`src/rtl/spi_master_pkg.sv`:
```
// Shared types and constants for the 24-bit SPI master engine.
package spi_master_pkg;

  localparam int SPI_DATA_WIDTH     = 24;
  localparam int BIT_CNT_W          = 5;
  localparam int DIV_CNT_W          = 8;
  localparam int GAP_CNT_W          = 8;
  localparam int DEFAULT_CLK_DIV    = 4;
  localparam int DEFAULT_GAP_CYCLES = 4;

  typedef enum logic [1:0] {
    ST_IDLE  = 2'd0,
    ST_SETUP = 2'd1,
    ST_SHIFT = 2'd2,
    ST_GAP   = 2'd3
  } spi_state_e;

endpackage

```
`src/rtl/spi_half_tick.sv`:
```
// Modulo-DIV half-period counter; o_tick marks the last cycle of each SCLK half-period.
module spi_half_tick
  import spi_master_pkg::*;
#(
  parameter int DIV = DEFAULT_CLK_DIV
) (
  input  logic i_clk,
  input  logic i_rst,
  input  logic i_clr,
  output logic o_tick
);

  logic [DIV_CNT_W-1:0] cnt_q;
  logic [DIV_CNT_W-1:0] cnt_d;
  logic                 wrap_s;

  assign wrap_s = (cnt_q == DIV_CNT_W'(DIV - 1));
  assign o_tick = wrap_s;

  // next count: clear restarts the phase so SETUP always lasts a full half-period
  always_comb begin
    cnt_d = cnt_q;
    if (i_clr) begin
      cnt_d = '0;
    end else if (wrap_s) begin
      cnt_d = '0;
    end else begin
      cnt_d = cnt_q + DIV_CNT_W'(1);
    end
  end

  // counter register
  always_ff @(posedge i_clk) begin
    if (i_rst) begin
      cnt_q <= '0;
    end else begin
      cnt_q <= cnt_d;
    end
  end

endmodule

```
`src/rtl/spi_master_24b.sv`:
```
// Mode-0 SPI master: fixed 24-bit frames, one chip select, all pins registered.
// Define SPI_LSB_FIRST_EN for LSB-first shifting in both directions (MSB-first otherwise).
module spi_master_24b
  import spi_master_pkg::*;
#(
  parameter int DATA_WIDTH = SPI_DATA_WIDTH,
  parameter int CLK_DIV    = DEFAULT_CLK_DIV,
  parameter int GAP_CYCLES = DEFAULT_GAP_CYCLES
) (
  input  logic                  i_clk,
  input  logic                  i_rst,
  input  logic                  i_spi_start,
  input  logic [DATA_WIDTH-1:0] i_mosi_data,
  output logic [DATA_WIDTH-1:0] o_miso_data,
  output logic                  o_spi_busy,
  output logic                  o_spi_done,
  output logic                  o_n_cs,
  output logic                  o_spi_clk,
  output logic                  o_spi_mosi,
  input  logic                  i_spi_miso
);

`ifdef SPI_LSB_FIRST_EN
  localparam bit LSB_FIRST = 1'b1;
`else
  localparam bit LSB_FIRST = 1'b0;
`endif

  spi_state_e            state_q, state_d;
  logic [BIT_CNT_W-1:0]  bit_cnt_q, bit_cnt_d;
  logic [GAP_CNT_W-1:0]  gap_cnt_q, gap_cnt_d;
  logic [DATA_WIDTH-1:0] tx_q, tx_d;
  logic [DATA_WIDTH-1:0] rx_q, rx_d;
  logic [DATA_WIDTH-1:0] miso_data_q, miso_data_d;
  logic                  n_cs_q, n_cs_d;
  logic                  sclk_q, sclk_d;
  logic                  mosi_q, mosi_d;
  logic                  busy_q, busy_d;
  logic                  done_q, done_d;
  logic                  tick_s;
  logic                  tick_clr_s;
  logic [DATA_WIDTH-1:0] rx_shift_s;

  spi_half_tick #(.DIV(CLK_DIV)) u_half_tick (
    .i_clk  (i_clk),
    .i_rst  (i_rst),
    .i_clr  (tick_clr_s),
    .o_tick (tick_s)
  );

  assign rx_shift_s = LSB_FIRST ? {i_spi_miso, rx_q[DATA_WIDTH-1:1]}
                                : {rx_q[DATA_WIDTH-2:0], i_spi_miso};

  // frame sequencer: every pin is computed here and registered, so SCLK cannot glitch
  always_comb begin
    state_d     = state_q;
    bit_cnt_d   = bit_cnt_q;
    gap_cnt_d   = gap_cnt_q;
    tx_d        = tx_q;
    rx_d        = rx_q;
    miso_data_d = miso_data_q;
    n_cs_d      = n_cs_q;
    sclk_d      = sclk_q;
    mosi_d      = mosi_q;
    busy_d      = busy_q;
    done_d      = 1'b0;
    tick_clr_s  = 1'b0;
    case (state_q)
      ST_IDLE: begin
        if (i_spi_start) begin
          state_d    = ST_SETUP;
          tx_d       = i_mosi_data;
          mosi_d     = LSB_FIRST ? i_mosi_data[0] : i_mosi_data[DATA_WIDTH-1];
          n_cs_d     = 1'b0;
          sclk_d     = 1'b0;
          busy_d     = 1'b1;
          bit_cnt_d  = '0;
          tick_clr_s = 1'b1;
        end else begin
          busy_d = 1'b0;
        end
      end
      ST_SETUP: begin
        if (tick_s) begin
          state_d = ST_SHIFT;
          sclk_d  = 1'b1;
          rx_d    = rx_shift_s;
        end else begin
          state_d = ST_SETUP;
        end
      end
      ST_SHIFT: begin
        if (!tick_s) begin
          state_d = ST_SHIFT;
        end else if (sclk_q) begin
          // falling SCLK: present the next bit for the slave's next rising edge
          sclk_d = 1'b0;
          tx_d   = LSB_FIRST ? {1'b0, tx_q[DATA_WIDTH-1:1]} : {tx_q[DATA_WIDTH-2:0], 1'b0};
          mosi_d = LSB_FIRST ? tx_q[1] : tx_q[DATA_WIDTH-2];
        end else if (bit_cnt_q == BIT_CNT_W'(DATA_WIDTH - 1)) begin
          state_d     = ST_GAP;
          n_cs_d      = 1'b1;
          mosi_d      = 1'b0;
          done_d      = 1'b1;
          miso_data_d = rx_q;
          gap_cnt_d   = '0;
        end else begin
          bit_cnt_d = bit_cnt_q + BIT_CNT_W'(1);
          sclk_d    = 1'b1;
          rx_d      = rx_shift_s;
        end
      end
      ST_GAP: begin
        if (gap_cnt_q == GAP_CNT_W'(GAP_CYCLES - 1)) begin
          state_d = ST_IDLE;
          busy_d  = 1'b0;
        end else begin
          gap_cnt_d = gap_cnt_q + GAP_CNT_W'(1);
        end
      end
      default: begin
        state_d = ST_IDLE;
        n_cs_d  = 1'b1;
        sclk_d  = 1'b0;
        mosi_d  = 1'b0;
        busy_d  = 1'b0;
      end
    endcase
  end

  // state and output registers; reset discards any partial frame
  always_ff @(posedge i_clk) begin
    if (i_rst) begin
      state_q     <= ST_IDLE;
      bit_cnt_q   <= '0;
      gap_cnt_q   <= '0;
      tx_q        <= '0;
      rx_q        <= '0;
      miso_data_q <= '0;
      n_cs_q      <= 1'b1;
      sclk_q      <= 1'b0;
      mosi_q      <= 1'b0;
      busy_q      <= 1'b0;
      done_q      <= 1'b0;
    end else begin
      state_q     <= state_d;
      bit_cnt_q   <= bit_cnt_d;
      gap_cnt_q   <= gap_cnt_d;
      tx_q        <= tx_d;
      rx_q        <= rx_d;
      miso_data_q <= miso_data_d;
      n_cs_q      <= n_cs_d;
      sclk_q      <= sclk_d;
      mosi_q      <= mosi_d;
      busy_q      <= busy_d;
      done_q      <= done_d;
    end
  end

  assign o_miso_data = miso_data_q;
  assign o_spi_busy  = busy_q;
  assign o_spi_done  = done_q;
  assign o_n_cs      = n_cs_q;
  assign o_spi_clk   = sclk_q;
  assign o_spi_mosi  = mosi_q;

endmodule

```
`config.mk`:
```
export PLATFORM = sky130hd
export DESIGN_NAME = spi_master_24b
export DESIGN_NICKNAME = d
export VERILOG_FILES = /design/src/rtl/spi_master_pkg.sv /design/src/rtl/spi_half_tick.sv /design/src/rtl/spi_master_24b.sv
export SDC_FILE = /design/constraint.sdc
export NUM_CORES = 1
export LEC_CHECK = 0
export BUFFER_PORTS_ARGS = -buffer_cell sky130_fd_sc_hd__buf_2
export CAP_MARGIN = 20
export CORE_MARGIN = 3
export CORE_UTILIZATION = 38
export CTS_BUF_LIST = sky130_fd_sc_hd__clkbuf_8
export DETAILED_ROUTE_END_ITERATION = 10
export RECOVER_POWER = 50
export SLEW_MARGIN = 20
export SYNTH_ARGS = -nofsm -noshare
export SYNTH_HDL_FRONTEND = slang
export SYNTH_HIERARCHICAL = 1
export SYNTH_SLANG_ARGS = --single-unit
```
`constraint.sdc`:
```
create_clock -name i_clk -period 6.4 [get_ports i_clk]
set_input_delay 0.96 -clock i_clk [delete_from_list [all_inputs] [get_ports i_clk]]
set_output_delay 0.96 -clock i_clk [all_outputs]
set_load 0.005 [all_outputs]
```
# Word-level counts from Yosys, hierarchy flattened
# Index checks and enable logic that the tools add are counted.
[word_totals]
reg_bits = 99
output_inout_bits = 29
elab_cells = 100
[classes]
addsub = 3
eq_ne = 18
n_mux = 46
bitwise_logic = 3
reduce_logical = 18
[ops]
columns = ["operator", "count"]
rows = [
  ["$mux W24", 4],
  ["$mux W23", 3],
  ["$pmux W24 S2", 1],
  ["$pmux W23 S2", 1],
  ["$mux W8", 4],
  ["$mux W5", 4],
  ["$reduce_and A4 Y1", 5],
  ["$reduce_and A5 Y1", 4],
  ["$ne A2 B2 Y1 const B", 9],
  ["$add A8 B1 Y8 const B", 2],
  ["$eq A8 B2 Y1 const B", 2],
  ["$mux W1", 16],
  ["$pmux W8 S2", 1],
  ["$mux W2", 6],
  ["$pmux W5 S2", 1],
  ["$ne A3 B3 Y1 const B", 3],
  ["$pmux W2 S4", 1],
  ["$reduce_bool A2 Y1", 4],
  ["$pmux W1 S2", 3],
  ["$add A5 B1 Y5 const B", 1],
  ["$eq A5 B5 Y1 const B", 1],
  ["$eq A2 B2 Y1 const B", 2],
  ["$reduce_or A4 Y1", 1],
  ["$not A1 Y1", 3],
  ["6 further kinds", 6],
]

# Logic depth before layout (Yosys ltp)
[depth]
word_depth = 5
mapped_depth = 9
mapped_depth_nobuf = 7

# Cells and area by module
# Netlist, hierarchy kept.
[modules_own_cells]
columns = ["module", "instances", "cells_per_inst", "area_each_um2", "seq_area_each_um2"]
rows = [
  ["spi_master_24b", 1, 472, 3968.8, 1821.7],
  ["spi_half_tick", 1, 38, 362.8, 160.2],
]

# Worst setup path after synthesis
# OpenSTA, ideal clock, no wires.
[synth_timing]
path_kind = "reg-to-reg"
from = "register u_half_tick.cnt_q[0]"
to = "register bit_cnt_q[2]"
setup_ns = 0.070
arrival_ns = 2.751
required_ns = 6.330
path_slack_ns = 3.579
path_stages_with_launch = 9
path_buffers = 1
period_less_slack_ns = 2.821
path_cell_list = "dfxtp_1 -> ha_1 -> or4b_4 -> nor4_1 -> nor2b_4 -> or3_1 -> buf_2 -> or4_1 -> a21oi_1"
[synth_between]
elab_chain_len = 3
[synth_rtl]
columns = ["item", "line", "source"]
rows = [
  ["from (decl)", "spi_half_tick.sv:13", "logic [DIV_CNT_W-1:0] cnt_q;"],
  ["from (signal assigned)", "spi_half_tick.sv:37", "cnt_q <= cnt_d;"],
  ["$eq A8 B2 Y1", "spi_half_tick.sv:17", "assign wrap_s = (cnt_q == DIV_CNT_W'(DIV - 1));"],
  ["via tick_s", "spi_master_24b.sv:40", "logic tick_s;"],
  ["$ne A2 B2 Y1 (no source line)", "-", ""],
  ["$reduce_and A5 Y1 (no source line)", "-", ""],
  ["to (signal assigned)", "spi_master_24b.sv:147", "bit_cnt_q <= bit_cnt_d;"],
  ["to (decl)", "spi_master_24b.sv:30", "logic [BIT_CNT_W-1:0] bit_cnt_q, bit_cnt_d;"],
]
# The timed path passes the listed nets, and every way through them passes these cells.
# A chain may end at the register's enable or synchronous reset.

# Worst setup path after layout
[layout_timing]
from = "register u_half_tick.cnt_q[0]"
to = "register tx_q[16]"
[layout_between]
elab_chain_len = 3
[layout_rtl]
columns = ["item", "line", "source"]
rows = [
  ["$eq A8 B2 Y1", "spi_half_tick.sv:17", ""],
  ["via tick_s", "spi_master_24b.sv:40", ""],
  ["$ne A2 B2 Y1 (no source line)", "-", ""],
  ["$reduce_and A4 Y1 (no source line)", "-", ""],
  ["to (signal assigned)", "spi_master_24b.sv:149", "tx_q <= tx_d;"],
  ["to (decl)", "spi_master_24b.sv:32", "logic [DATA_WIDTH-1:0] tx_q, tx_d;"],
]
# The timed path passes the listed nets, and every way through them passes these cells.

==> flow_metrics.tcl <==
set metrics [dict create \
    start_kind "flip-flop" \
    synth_cell_types 45 \
    hold_buffers 0 \
    cts_inserted_buffers 9 \
    fmax_ghz 0.2200 \
    drtPass1Iterations 4 \
    cellLeakagePower_nw 1.638 \
    worstPathRequired_ns 6.65 \
    tightest_slew_ns 2.626 \
    fp.dieW_um 112.8 \
    final_nets 584 \
    viasPerCell 5.397 \
    finalSetupViolCount 0 \
    track_usage_pct 15.55 \
    cts.path.max_buffers 2 \
    gr-total-overflow 0 \
    dp_hpwl_um 6353 \
    area_growth_pct 11.12 \
    fin_crit_sh_pct 71.02 \
    hold_viol 0 \
    hp-class "flip-flop to flip-flop" \
    first_iter_violations 200 \
    cap_violations 3 \
    postCtsSetupBuffers 0 \
    cts_max_level 3 \
    synth_nets 546 \
    synth_edf_count 0 \
    nFillCells 1120 \
    syn_area_per_cell_um2 8.493 \
    worst-path-max-fanout 44 \
    synthTopCellsByCount "dfxtp_1 (99), a21oi_1 (68), nand2_1 (58)" \
    ant_nets 0 \
    ir_worst_vdd_uv 140.4 \
    grt_pass1_wl_um 16560 \
    routed-via-count 3729 \
    root_buffer "clkbuf_8" \
    start_util_pct 39.44 \
    synth_cells 510 \
    max_slew_margin_pct -75.06 \
    synth_top_area_share_pct 45.75 \
    drcViolationCount 0 \
    antenna_found_initial 0 \
    rows 38 \
    syn-cell-area_um2 4332 \
    wl_per_cell_um 13.92 \
    power_mw 1.122 \
    period_minus_slack_ns 4.545 \
    synthTopCellsByArea "dfxtp_1 (46%), a21oi_1 (7.9%), mux2i_1 (6.0%), nand2_1 (5.0%), o21ai_0 (4.6%)" \
    ys_async_sr_fraction_pct 0 \
    synth-main-ff-cell "dfxtp_1" \
    ios 57 \
    arrival_ns 4.80 \
    status "complete, but fails checks" \
    fin_setup_tns_ns 0 \
    die_h_um 112.8 \
    regArea_um2 1982 \
    clk_latency_ns 0.37 \
    drive_gt1_share_pct 11.25 \
    synth_seq_area_share_pct 45.75 \
    yosysTopAreaCell "dfxtp_1" \
    grt_max_degree 59 \
    yosys_warnings 6 \
    cts_tree "yes" \
    cts_resized 0 \
    diodes 0 \
    synth_most_common_cell "dfxtp_1" \
    finalWirelength_um 9620 \
    multi_input_area_um2 2140 \
    clock_skew_ns 0.009063 \
    place.gp.congestion 0.8482 \
    path_clk_slew_ns 0.09 \
    rsz0062_at_grt "false" \
    cts_sinks 99 \
    portBuffers 56 \
    finalMaxSlewViolations 115 \
    grt_pass1_vias 3616 \
    endpoint_kind "flip-flop" \
    ys_seq_elements 99 \
    coreArea_um2 10980 \
    die_area_um2 12720 \
    critical_path_class "flip-flop to flip-flop" \
    rrSetupSlack_ns 1.85 \
    powerDensity_nw_per_um2 233.1 \
    violations "max-capacitance violations, max-slew violations" \
]
[cell type report]
cell class	count	share of cell area, %
clock buffer	10	2.859
clock inverter	4	0.9358
inverter	7	0.5459
multi-input combinational	368	44.45
sequential	99	41.17
tap	140	3.639
timing repair buffer	63	6.395
[power breakdown]
part           switching, mW  internal (mW)  total (mW)
Sequential            0.0104          0.633       0.644
Combinational         0.0516         0.0309      0.0825
Clock                  0.211          0.185       0.396
Total                  0.273          0.849        1.12
[placed cells by master (no fill, tap or decap), drive strengths merged, types with 5 or more instances in the layout]
master / instances
mux2i: 26
o21ai: 41
or3: 7
inv: 9
nor2: 36
nand3: 37
ha: 8
or4: 5
nor4: 6
a21oi: 68
buf: 47
o31ai: 6
dfxtp: 99
a211oi: 22
clkbuf: 26
nand2b: 5
nand2: 58
[cells by family after synthesis]
kind of cell	after synthesis	synth area share (%)
simple gates	180	20.80
mux	26	6.008
xor+xnor	4	0.8089
compound gates	150	20.22
fa+ha+maj	8	2.311
buf+inv	43	4.102
flops	99	45.75
[worst max-delay path, cell delays in order, from the launching register on]
cell      delay [ns]
dfxtp_1         0.38
ha_1            0.19
or4b_1          0.46
nor4_1          1.29
nor2b_4         0.10
nor4_1          0.36
clkbuf_1        1.24
nor2_1          0.10
a211oi_1        0.28
[metal layers]
layer	share of wire [%]	vias up	track usage [%]
met5	0	-	0
met4	1.4	0	6.891
met3	5.0	9	3.957
met2	47	61	25.75
met1	47	1761	19.10
li1	-	1898	-
[final timing paths]
kind	end	cells past startpoint	from
worst min-delay path	o_miso_data[17]	2	o_miso_data[17]
worst min register to register	o_miso_data[17]	2	o_miso_data[17]
worst max register to register	tx_q[16]	8	u_half_tick/cnt_q[0]
worst max-delay path	tx_q[16]	8	u_half_tick/cnt_q[0]
[stage by stage]
stage | util (%) | cells | cell area [um2] | setup WS, ns | hold WS (ns)
2_1_floorplan | - | 510 | 4332 | 3.579 | 0.4284
3_3_place_gp | 42.79 | 677 | 4700 | 3.024 | 0.4408
6_report | 43.83 | 691 | 4813 | 1.855 | 0.4555
4_1_cts | 44.45 | 691 | 4882 | 2.874 | 0.4583
5_1_grt | 43.83 | 691 | 4813 | 1.361 | 0.4822
3_5_place_dp | 42.79 | 677 | 4700 | 2.895 | 0.4461
[sequential cells by signal, summed over array words and instances, names as in the netlist, named ones only]
| signal | flops |
|---|---|
| o_spi_done | 1 |
| tx_q | 23 |
| u_half_tick/cnt_q | 8 |
| o_spi_mosi | 1 |
| o_spi_clk | 1 |
| state_q | 1 |
| o_miso_data | 24 |
| o_n_cs | 1 |
| rx_q | 24 |
| o_spi_busy | 1 |
| gap_cnt_q | 8 |
| bit_cnt_q | 5 |
Power figures use the tool's default switching activity.
